<file path="src/rtl/jtag_ir_param.sv">
// rtl/jtag_ir_param.sv - parameterised JTAG instruction register with length and opcode checking
// Capture/shift/update IR with registered one-hot decode and a rejected-update pulse.
module jtag_ir_param #(
  parameter int IR_WIDTH   = 2,
  parameter int NUM_INST   = 3,
  parameter int RESET_INST = 1,
  parameter int STRICT_LEN = 1
) (
  input  logic                TCLK,
  input  logic                TRST,
  input  logic                tlr,
  input  logic                captureir,
  input  logic                shiftir,
  input  logic                updateir,
  input  logic                TDI,
  output logic                TDO,
  output logic                tdo_en,
  output logic [IR_WIDTH-1:0] inst,
  output logic [NUM_INST:0]   dec,
  output logic                upd_err
);

  localparam int CNT_W = $clog2(IR_WIDTH + 1);
  localparam logic [CNT_W-1:0]    FULL_CNT    = CNT_W'(IR_WIDTH);
  localparam logic [IR_WIDTH:0]   NUM_INST_W  = (IR_WIDTH + 1)'(NUM_INST);
  localparam logic [IR_WIDTH-1:0] RESET_VAL   = IR_WIDTH'(RESET_INST);
  localparam logic [IR_WIDTH-1:0] CAPTURE_VAL = {{(IR_WIDTH - 1){1'b0}}, 1'b1};
  localparam logic [IR_WIDTH-1:0] BYPASS_VAL  = {IR_WIDTH{1'b1}};

  if (IR_WIDTH < 2) begin : g_bad_ir_width
    $error("jtag_ir_param: IR_WIDTH must be at least 2");
  end
  if (NUM_INST > (2 ** IR_WIDTH) - 1) begin : g_bad_num_inst
    $error("jtag_ir_param: NUM_INST must leave room for the BYPASS opcode");
  end
  if (RESET_INST >= NUM_INST) begin : g_bad_reset_inst
    $error("jtag_ir_param: RESET_INST must be a legal opcode");
  end

  function automatic logic is_legal(input logic [IR_WIDTH-1:0] v);
    return {1'b0, v} < NUM_INST_W;
  endfunction

  // Any opcode outside 0..NUM_INST-1 decodes to the BYPASS bit.
  function automatic logic [NUM_INST:0] onehot(input logic [IR_WIDTH-1:0] v);
    logic [NUM_INST:0] r;
    r = '0;
    for (int i = 0; i < NUM_INST; i++) begin
      if (v == IR_WIDTH'(i)) r[i] = 1'b1;
    end
    if (!is_legal(v)) r[NUM_INST] = 1'b1;
    return r;
  endfunction

  logic [IR_WIDTH-1:0] shreg_q, shreg_d;
  logic [IR_WIDTH-1:0] inst_q, inst_d;
  logic [CNT_W-1:0]    shift_cnt_q, shift_cnt_d;
  logic [NUM_INST:0]   dec_q, dec_d;
  logic                upd_err_q, upd_err_d;

  always_comb begin
    shreg_d     = shreg_q;
    shift_cnt_d = shift_cnt_q;
    inst_d      = inst_q;
    dec_d       = dec_q;
    upd_err_d   = 1'b0;
    if (tlr) begin
      shreg_d     = '0;
      shift_cnt_d = '0;
      inst_d      = RESET_VAL;
      dec_d       = onehot(RESET_VAL);
    end else begin
      if (captureir) begin
        shreg_d     = CAPTURE_VAL;
        shift_cnt_d = '0;
      end else if (shiftir) begin
        shreg_d = {TDI, shreg_q[IR_WIDTH-1:1]};
        if (shift_cnt_q < FULL_CNT) shift_cnt_d = shift_cnt_q + CNT_W'(1);
      end
      // Update judges the pre-edge shreg/count, so a same-cycle shift does not leak in.
      if (updateir) begin
        if ((STRICT_LEN != 0) && (shift_cnt_q < FULL_CNT)) begin
          upd_err_d = 1'b1;
        end else if (is_legal(shreg_q)) begin
          inst_d = shreg_q;
          dec_d  = onehot(shreg_q);
        end else begin
          inst_d    = BYPASS_VAL;
          dec_d     = onehot(BYPASS_VAL);
          upd_err_d = 1'b1;
        end
      end
    end
  end

  always_ff @(posedge TCLK or posedge TRST) begin
    if (TRST) begin
      shreg_q     <= '0;
      shift_cnt_q <= '0;
      inst_q      <= RESET_VAL;
      dec_q       <= onehot(RESET_VAL);
      upd_err_q   <= 1'b0;
    end else begin
      shreg_q     <= shreg_d;
      shift_cnt_q <= shift_cnt_d;
      inst_q      <= inst_d;
      dec_q       <= dec_d;
      upd_err_q   <= upd_err_d;
    end
  end

  assign TDO     = shreg_q[0];
  assign tdo_en  = shiftir;
  assign inst    = inst_q;
  assign dec     = dec_q;
  assign upd_err = upd_err_q;

endmodule

</file>
<file path="config.mk">
export PLATFORM = sky130hd
export DESIGN_NAME = jtag_ir_param
export DESIGN_NICKNAME = d
export VERILOG_FILES = /design/src/rtl/jtag_ir_param.sv
export SDC_FILE = /design/constraint.sdc
export NUM_CORES = 1
export LEC_CHECK = 0
export ABC_AREA = 1
export ABC_CLOCK_PERIOD_IN_PS = 800
export BUFFER_PORTS_ARGS = -buffer_cell sky130_fd_sc_hd__buf_4
export CAP_MARGIN = 5
export CELL_PAD_IN_SITES_DETAIL_PLACEMENT = 1
export CELL_PAD_IN_SITES_GLOBAL_PLACEMENT = 2
export CORE_MARGIN = 2
export CORE_UTILIZATION = 23
export DETAILED_ROUTE_END_ITERATION = 10
export PLACE_DENSITY_LB_ADDON = 0.1
export SYNTH_ARGS = -nofsm -noshare
export SYNTH_HDL_FRONTEND = slang
export SYNTH_SLANG_ARGS = --single-unit
</file>
<file path="constraint.sdc">
create_clock -name TCLK -period 0.8 [get_ports TCLK]
set_input_delay 0.08 -clock TCLK [delete_from_list [all_inputs] [get_ports TCLK]]
set_output_delay 0.08 -clock TCLK [all_outputs]
set_load 0.01 [all_outputs]
</file>
**Word-level counts from Yosys, hierarchy flattened**

Cells that the tools add are included.
W data, S select, Z words.

- Reductions and logical operators: 6
- Add/sub/neg operators: 1
- Multiplexer cells: 22
- Magnitude comparators: 2
- Equality and inequality tests: 3

Operator list:

| cell | count |
|---|---|
| $mux W2 | 11 |
| $mux W4 | 4 |
| $mux W1 | 7 |
| $reduce_bool A3 Y1 | 2 |
| $lt A2 B2 Y1 const B | 2 |
| $reduce_and A2 Y1 | 2 |
| $add A2 B1 Y2 const B | 1 |
| $eq A2 B1 Y1 const B | 1 |
| $eq A2 B2 Y1 const B | 1 |
| $logic_not A2 Y1 | 1 |
| $ne A2 B2 Y1 const B | 1 |
| $reduce_bool A2 Y1 | 1 |

- Register bits: 11
- Word-level logic and storage cells: 39

**Depth between registers and ports, before layout**

Gate-level depths: netlist (run 1).

- Depth in word-level cells: 6
- Gate-level depth with buffers: 5
- Gate-level depth less buffers: 5

**Least setup slack after synthesis (run 1)**

OpenSTA, ideal clock, no wires.

- Path kind: register -> register
- Start point: register shift_cnt_q[1]
- End point: register dec_q[3] (netlist: dec[3])
- Setup time: 118 ps
- Path buffers: 0
- Stages on the path, launching flop included: 5
- Slack: -5 ps
- Arrival: 687 ps
- Cell sequence: dfrtp_1 -> nand2_2 -> nand2_2 -> nand3_1 -> nand2_1

- Longest elaborated chain between the ends: 3

RTL lines:

| element | RTL line | RTL |
|---|---|---|
| start: declaration | 57 | `logic [CNT_W-1:0] shift_cnt_q, shift_cnt_d;` |
| start signal: assignment | 105 | `shift_cnt_q <= shift_cnt_d;` |
| $lt A2 B2 Y1 | 82 | `if ((STRICT_LEN != 0) && (shift_cnt_q < FULL_CNT)) begin` |
| $ne A2 B2 Y1 (no source line) | -- |  |
| $reduce_and A2 Y1 (no source line) | -- |  |
| end signal: assignment | 101 | `dec_q <= onehot(RESET_VAL);` |
| end: declaration | 58 | `logic [NUM_INST:0] dec_q, dec_d;` |

Every way passes these cells.
A chain may end at the register's enable or synchronous reset.

**Worst setup path after layout (run 1)**

- Start point: register shreg_q[0]
- End point: output TDO

RTL lines:

| element | RTL line | RTL |
|---|---|---|
| start: declaration | 55 | `logic [IR_WIDTH-1:0] shreg_q, shreg_d;` |
| start signal: assignment | 104 | `shreg_q <= shreg_d;` |
| end: declaration | 16 | `output logic TDO,` |

No word-level cell between the ends.

==> metrics.txt, run 1 <==
yosys warns=0; CP endpoint kind=output port; final hold violations=0; status=finished, violations left; Post-Syn Instances=64; Period Utilization, post-route=123%; Sink Count=11; Worst Setup Start Kind=flop; Power Dens Cells=~1400 nW/um^2; CP bufs+invs=2; initial antenna violation count=0; crit-path cells=buf_6 > buf_6; DP Area=about 660 um^2; Seq/Total Area, Yosys=55.4%; final setup fails=16; Max stage delay on crit path=about 420 ps; IO Port Bufs=15; placer congestion estimate=slightly above 0.7; Leak Pwr=about 0.43 nW; Total Wirelength=1.30 mm; H-tree depth=1; RSZ-0062 raised after global routing=true; Util after Layout=between 40 and 50%; total track usage=12.0%; Initial Utilization=25.1%; FMAX=about 1.0 GHz; area grow syn2layout=65.3%; core footprint=approximately 2000 um^2; total power=1.19 mW; die width=50.7 um; diodes inserted=0; fillcell total=roughly 250; Final HPWL DP=899 um; Die ar.=2570 um^2; Hold Crit Class=input port to flop; Max Fanout on Critical Path=2; Max-slew headroom=a little under three quarters; I/O pins=16; max-cap violations=0; Worst Skew=3.36 ps; Syn Std Cell Area=about 500 um^2; via-per-instance ratio=around 4.2; Clock transition at path regs=about 70 ps; TritonRoute pass-1 iters=2; Die Span Y=50.7 um; Slew @ Worst Pin=about 430 ps; CP arrival=~910 ps; post-route cell area=just over 800 um^2; first-pass GRT wire length=2.19 mm; Synth cell types=11; Setup WS pre-CTS=-101 ps; clock buffer depth=2; vias in the first global route=between 400 and 500; Final WS setup=-187 ps; #FFs+latches synth=11; largest net degree at the start of global routing=12; clk_lat worst skew=~260 ps; vias after detailed routing=a little under 500; share of cells above drive strength 1=between 50% and 60%; Top cell by count, worst path=buf_6; DRT antenna net count=0; Post-Syn Nets=roughly 70; first-iteration detailed-routing DRC count=1; CP Data Required Time=around 720 ps; syn avg cell area=around 7.8 um^2; Worst path top cell family by delay=flip-flops; clk root buf=clkbuf_4; global route total overflow=0; Setup TNS Final=-1360 ps; min Tclk post-route=around 990 ps; slowest CP cell=dfrtp_2; drc violations=0; VDD IR max=between 800 and 900 uV; failing checks=negative setup slack; pins over their slew limit=0; Crit Path Class=flop to output port; DR WL/cell=roughly 11 um; Final Net Count=around 100; Num CTS Buffers=3; site row count=16; CTS tree=yes
-- metrics by stage --
step | hold WS, ps | instances
finish | 56.4 | 118
global route | 59.5 | 118
CTS | 50.7 | 115
detailed placement | 107 | 107
global placement | 108 | 107
floorplan | -69.0 | 64
-- power by group --
group	switching [mW]	total, mW	internal [mW]
clock network	0.172	0.365	0.192
registers	0.0219	0.609	0.587
logic	0.112	0.219	0.108
total	0.306	1.19	0.887
-- cell type report --
type                    count  area [um^2]  area share, %
inverters                   9         36.3           4.37
repair buffers             24          216           26.1
well taps                  27         33.8           4.07
flip-flops and latches     11          280           33.8
clock buffers               4         26.3           3.17
multi-input cells          43          236           28.5
-- logic make-up (layout without fill, tap and decap cells) --
logic type | count (synthesis) | after routing | share of synthesized area, %
AO/OA/AOI/OAI | 3 | 3 | 2.99
buffers and inverters | 10 | 37 | 8.23
flip-flops | 11 | 11 | 55.4
AND/OR/NAND/NOR | 40 | 40 | 33.4
-- path summary, 6_finish.rpt --
check / depth (start not counted) / slack (ps) / endpoint / start
max in group asynchronous: 3 / 100 / inst[0] / TRST
max: 2 / -190 / TDO / shreg_q[0]
max reg2reg: 5 / -120 / inst[0] / shreg_q[0]
min: 3 / 60 / shreg_q[1] / TDI
min in group asynchronous: 3 / 370 / dec[3] / TRST
min reg2reg: 2 / 500 / dec[1] / dec[1]
-- metal layers --
metal,track usage [%],part of all wire [%],vias to the layer above
met1,14.5,47,226
li1,-,-,255
met4,4.05,1.5,0
met3,5.36,3.5,2
met5,0,0,-
met2,18.9,48,10
-- synth_stat cells, drive strengths merged --
| cell | count | share of area [%] |
|---|---|---|
| a21oi | 1 | 1.0 |
| buf | 1 | 1.5 |
| dfrtp | 9 | 45 |
| dfstp | 2 | 10 |
| inv | 9 | 6.7 |
| nand2 | 20 | 16 |
| nand3 | 10 | 10 |
| nor2 | 10 | 7.5 |
| o21ai | 2 | 2.0 |
-- flip-flops by register name, summed over array words and instances, names as in the netlist --
signal and cells:
upd_err 1, shift_cnt_q 2, inst 2, dec 4, shreg_q 2
-- cells in the final DEF (no fill, tap or decap) --
| master | instances |
|---|---|
| nand2_1 | 16 |
| buf_4 | 14 |
| buf_6 | 9 |
| dfrtp_1 | 7 |
| nand3_1 | 6 |
| nor2_1 | 6 |
| inv_1 | 5 |
| nand3_2 | 4 |
| inv_2 | 3 |
| nor2_2 | 3 |
| clkbuf_4 | 3 |
| nand2_4 | 2 |
| nand2_2 | 2 |
| dfstp_2 | 2 |
| dfrtp_2 | 2 |
| inv_4 | 1 |
| o21ai_1 | 1 |
| a21oi_1 | 1 |
| nor2_4 | 1 |
| o21ai_2 | 1 |
| clkbuf_1 | 1 |
| dlygate4sd3_1 | 1 |
-- worst min-delay path: stages --
cell and delay, ps:
buf_4 80, nor2_1 30, nor2_1 90
-- repair_timing --
action / CTS / global route
hold endpoints to repair: 9 / 0
pin swaps: 1 / 1
hold buffers: 1 / 0
buffers inserted: 3 / 3
resized for setup: 21 / 10
endpoints found under the setup margin: 15 / 18
Note: power is estimated with default switching activity, not from simulation.
==> run 2, diff against run 1 <==
--- a/config.mk
+++ b/config.mk
@@ -15,6 +15,7 @@
 export CORE_UTILIZATION = 23
 export DETAILED_ROUTE_END_ITERATION = 10
 export PLACE_DENSITY_LB_ADDON = 0.1
+export SETUP_SLACK_MARGIN = 0.4
 export SYNTH_ARGS = -nofsm -noshare
 export SYNTH_HDL_FRONTEND = slang
 export SYNTH_SLANG_ARGS = --single-unit
==> run 2 against run 1 <==
Compared with the run above: the run ends with negative hold slack, negative setup slack left; register-to-register slack better by 20 ps; clock-buffer cell count unchanged; non-clock buffer count is the same; clock skew is essentially flat; clock power is 7.4% higher; first-iteration DRC count is the same; via count is 3.4% higher; setup slack worse by 5.9 ps; sequential power is essentially flat; flip-flop and latch count stayed put; hold slack lost 260 ps.
==> metrics.txt, run 2 (synthesized netlist as in run 1, its figures left out) <==
status=finished, violations left; failing checks=negative hold slack, negative setup slack; Die ar.=2570 um^2; Sw Ratio=27.5%; Slew @ Worst Pin=between 300 and 400 ps; site row count=16; NetSw=0.338 mW; min Tclk post-route=993 ps; Hold Crit Class=input port to asynchronous set/reset pin; placer congestion estimate=between 0.6 and 0.7; clk root buf=clkbuf_4; final hold violations=10; Crit Path Class=flop to output port; IO Port Bufs=15; Setup WS pre-CTS=-102 ps; Power Dens Cells=1410 nW/um^2; VDD IR max=a little over 1000 uV; clk_lat worst skew=~270 ps; vias in the first global route=between 500 and 600; CP endpoint kind=output port; Die Span Y=a little over 50 um; most common cell after layout, fill and taps aside=nand2_1; area grow syn2layout=73.8%; CTS tree=yes; CP Data Required Time=720 ps; Max Fanout on Critical Path=2; Num CTS Buffers=3; WHS=-207 ps; Reg2Reg Launch Point=shift_cnt_q[1]; Largest register FFs=4; share of cells above drive strength 1=58.2%; via-per-instance ratio=4.32; core footprint=~2000 um^2; clock network power share=roughly a third; r2r endpoint=dec[0]; Period Utilization, post-route=124%; cell-internal power=a little under 0.9 mW; Final HPWL DP=just under 900 um; diodes inserted=0; slowest CP cell=dfstp_2; Worst R2R Setup Slack=-100 ps; FMAX=between 1 and 1.5 GHz; Worst path top cell family by delay=flip-flops; DR WL/cell=between 10 and 15 um; total power=1.23 mW; Clock transition at path regs=70 ps; Worst Setup Start Kind=flop; max-cap violations=0; Sink Count=11; Worst R2R Path Depth=4; Final WS setup=-193 ps; initial antenna violation count=0; total track usage=between 10% and 20%; Max-slew headroom=about 78%; first-iteration detailed-routing DRC count=1; clock buffer depth=2; global route total overflow=0; Comb power frac=18.6%; largest net degree at the start of global routing=12; commonest non-fill, non-tap cells in the layout=14 x nand2_1, 13 x buf_6, 11 x buf_4; Multi-input gate area=around 270 um^2; H-tree depth=1; Leak Pwr=~0.45 nW; vias after detailed routing=a little over 500; drc violations=0; TritonRoute pass-1 iters=2; crit-path cells=buf_6; Max stage delay on crit path=between 500 and 600 ps; Initial Utilization=between 20 and 30%; CP arrival=just over 900 ps; RSZ-0062 raised after global routing=true; Final Net Count=between 90 and 100; sequential cell fraction of total power=between 40% and 50%; first-pass GRT wire length=roughly 2.3 mm; fillcell total=about 250; Worst Skew=about 3.0 ps; Total Wirelength=1.43 mm; final setup fails=14; I/O pins=16; CP bufs+invs=1; pins over their slew limit=0; die width=slightly above 50 um; DRT antenna net count=0; Reg area=between 200 and 300 um^2
run 2: changes by cell type in the layout (fill, tap and decap cells not counted), moves of 2 or more:
cell     change
buf_6        +4
nand2_1      -2
nand3_1      -3
nand3_2      +3
buf_4        -3
run 2: area by class of cell:
type / instances / share of cell area (%)
timing repair buffer: 24 / 26.3
multi-input combinational: 43 / 30.6
inverter: 9 / 4.16
sequential: 11 / 32.1
clock buffer: 4 / 3.01
tap: 27 / 3.87
run 2: worst max path at each step:
stage / from / end / slack [ps] / cells after the start
2_1_floorplan: shift_cnt_q[1] / dec[3] / -4 / 4
3_3_place_gp: shift_cnt_q[1] / dec[2] / -80 / 4
3_5_place_dp: shift_cnt_q[1] / dec[0] / -100 / 4
4_1_cts: inst[0] / inst[0] / -210 / 1
5_1_grt: inst[0] / inst[0] / -230 / 1
6_report: inst[0] / inst[0] / -190 / 1
run 2: per-stage QoR:
step	cells	setup TNS, ps	util (%)	area (um^2)
final	118	-1280	43.6	872
after global routing	118	-2020	43.6	872
after CTS	115	-1380	41.3	827
after detailed placement	107	-409	32.8	657
after global placement	107	-319	32.8	657
after floorplan	64	-10.3	-	503
run 2: worst reg2reg max path: cells and delay by family, from the launching register on:
family | cells | cell delay [ps]
flops | 1 | 430
simple gates | 4 | 370
run 2: power by group through the flow:
stage	Clock (mW)	Combinational, mW	Sequential [mW]
finish	0.392	0.229	0.608
global placement	0	0.165	0.616
floorplan	0	0.0705	0.623
global route	0.431	0.255	0.611
detailed placement	0	0.164	0.616
CTS	0.420	0.221	0.608
run 2: metal layers:
metal	vias up	global-route usage (%)	routed length [um]
met5	-	0	0
met3	4	4.76	77
met1	240	14.3	615
li1	254	-	-
met2	12	19.7	707
met4	0	5.41	27
run 2: what timing repair did:
item / in CTS / in global routing
pin swaps: 4 / 3
cloned: 0 / 0
endpoints found under the setup margin: 20 / 19
gates resized for setup: 33 / 6
setup buffers: 4 / 3
hold endpoints to repair: 9 / 9
==> run 3, diff against run 2 <==
--- a/config.mk
+++ b/config.mk
@@ -16,6 +16,7 @@
 export DETAILED_ROUTE_END_ITERATION = 10
 export PLACE_DENSITY_LB_ADDON = 0.1
 export SETUP_SLACK_MARGIN = 0.4
+export SKIP_CTS_REPAIR_TIMING = 1
 export SYNTH_ARGS = -nofsm -noshare
 export SYNTH_HDL_FRONTEND = slang
 export SYNTH_SLANG_ARGS = --single-unit
==> run 3 against run 2 <==
Compared with the run above: the run still ends with negative hold slack, negative setup slack left; first-iteration DRC count up 100%; largest power group unchanged; sequential power up 1%; critical path depth unchanged; critical path type unchanged; utilization down 2.1 points.
==> metrics.txt, run 3 (synthesized netlist as in run 1, its figures left out) <==
Sink Count=11; Sw Ratio=a little over a quarter; GRT busiest layer=met2; commonest non-fill, non-tap cells in the layout=14 x nand2_1, 13 x buf_6, 8 x nor2_1, 8 x buf_4; Hold Crit Class=input port to asynchronous set/reset pin; CTS tree=yes; IO Port Bufs=15; via-per-instance ratio=4.31; Die Span Y=50.7 um; CP bufs+invs=1; CP endpoint kind=output port; max-cap violations=0; VDD IR max=1010 uV; fillcell total=242; sequential cell fraction of total power=around 51%; DRT antenna net count=0; FMAX=1.00 GHz; drc violations=0; slowest CP cell=dfstp_2; most common cell after layout, fill and taps aside=nand2_1; vias after detailed routing=about 500; CP arrival=a little over 900 ps; DR WL/cell=about 12 um; Die ar.=2570 um^2; clock network power share=between 30% and 40%; Period Utilization, post-route=125%; Setup WS pre-CTS=-102 ps; cell count after placement=around 110; Final HPWL DP=~890 um; Worst path top cell family by delay=flip-flops; pins over their slew limit=0; global route total overflow=0; first-iteration detailed-routing DRC count=2; WHS=-205 ps; clock buffer depth=2; crit-path cells=buf_6; Initial Utilization=25.1%; Clock transition at path regs=approximately 70 ps; clk_lat worst skew=between 200 and 300 ps; Largest register FFs=4; cell-internal power=between 0.8 and 0.9 mW; placer congestion estimate=0.680; fin cells=between 100 and 150; final hold violations=9; Power Dens Cells=~1500 nW/um^2; die width=50.7 um; Slew @ Worst Pin=280 ps; Total Wirelength=between 1 and 1.5 mm; CP Data Required Time=720 ps; area grow syn2layout=65.6%; r2r endpoint=dec[0]; diodes inserted=0; M3 GR Usage=slightly above 5%; H-tree depth=1; site row count=16; share of cells above drive strength 1=between 50% and 60%; TritonRoute pass-1 iters=4; Max stage delay on crit path=550 ps; NetSw=about 0.33 mW; Num CTS Buffers=3; Worst Skew=approximately 0.32 ps; vias in the first global route=~500; GR Util met1=14.3%; total track usage=11.6%; Final WS setup=-200 ps; Comb power frac=between 10% and 20%; Max Fanout on Critical Path=2; Reg2Reg Launch Point=shift_cnt_q[1]; Leak Pwr=~0.42 nW; I/O pins=16; clk root buf=clkbuf_4; initial antenna violation count=0; core footprint=between 2000 and 2500 um^2; status=finished, violations left; Crit Path Class=flop to output port; Final Net Count=96; RSZ-0062 raised after global routing=true; first-pass GRT wire length=2.17 mm; Worst R2R Path Depth=4; final setup fails=14; failing checks=negative hold slack, negative setup slack; routing usage on met2=17.1%; min Tclk post-route=around 1000 ps; Worst R2R Setup Slack=-100 ps; largest net degree at the start of global routing=12; Max-slew headroom=between 80 and 90%; Worst Setup Start Kind=flop
-- run 3: worst max-delay path by stage --
| stage | start | end | slack (ps) | cells after the start |
|---|---|---|---|---|
| 5_1_grt | inst[0] | inst[0] | -230 | 1 |
| 6_report | dec[1] | dec[1] | -200 | 1 |
| 2_1_floorplan | shift_cnt_q[1] | dec[3] | -4 | 4 |
| 4_1_cts | inst[0] | inst[0] | -210 | 1 |
| 3_3_place_gp | shift_cnt_q[1] | dec[2] | -80 | 4 |
| 3_5_place_dp | shift_cnt_q[1] | dec[0] | -100 | 4 |
-- run 3: power groups by stage --
stage	sequential (mW)	clock (mW)	combinational, mW
floorplan	0.623	0	0.0705
global placement	0.616	0	0.165
detailed placement	0.616	0	0.164
CTS	0.606	0.420	0.166
global route	0.618	0.431	0.228
finish	0.614	0.394	0.203
-- run 3: routing by layer --
layer,vias to the layer above,part of all wire (%)
li1,246,-
met1,234,45
met2,12,47
met3,4,6.1
met4,0,2.0
met5,-,0
-- run 3: per-stage QoR --
stage	utilization [%]	setup TNS [ps]	area [um^2]	total power [mW]	hold WS [ps]
after floorplan	-	-10.3	503	0.694	-69.1
after global placement	32.8	-319	657	0.782	84.8
after detailed placement	32.8	-409	657	0.780	99.2
after CTS	34.1	-1620	683	1.19	-206
after global routing	41.5	-1990	831	1.28	-193
final	41.5	-1340	831	1.21	-205
-- run 3: layout make-up --
| cell class | count | area, um^2 | area share, % |
|---|---|---|---|
| sequential | 11 | 282 | 33.9 |
| clock buffer | 4 | 26.3 | 3.16 |
| multi-input combinational | 43 | 249 | 30.0 |
| tap | 27 | 33.8 | 4.07 |
| timing repair buffer | 21 | 206 | 24.8 |
| inverter | 9 | 33.8 | 4.07 |
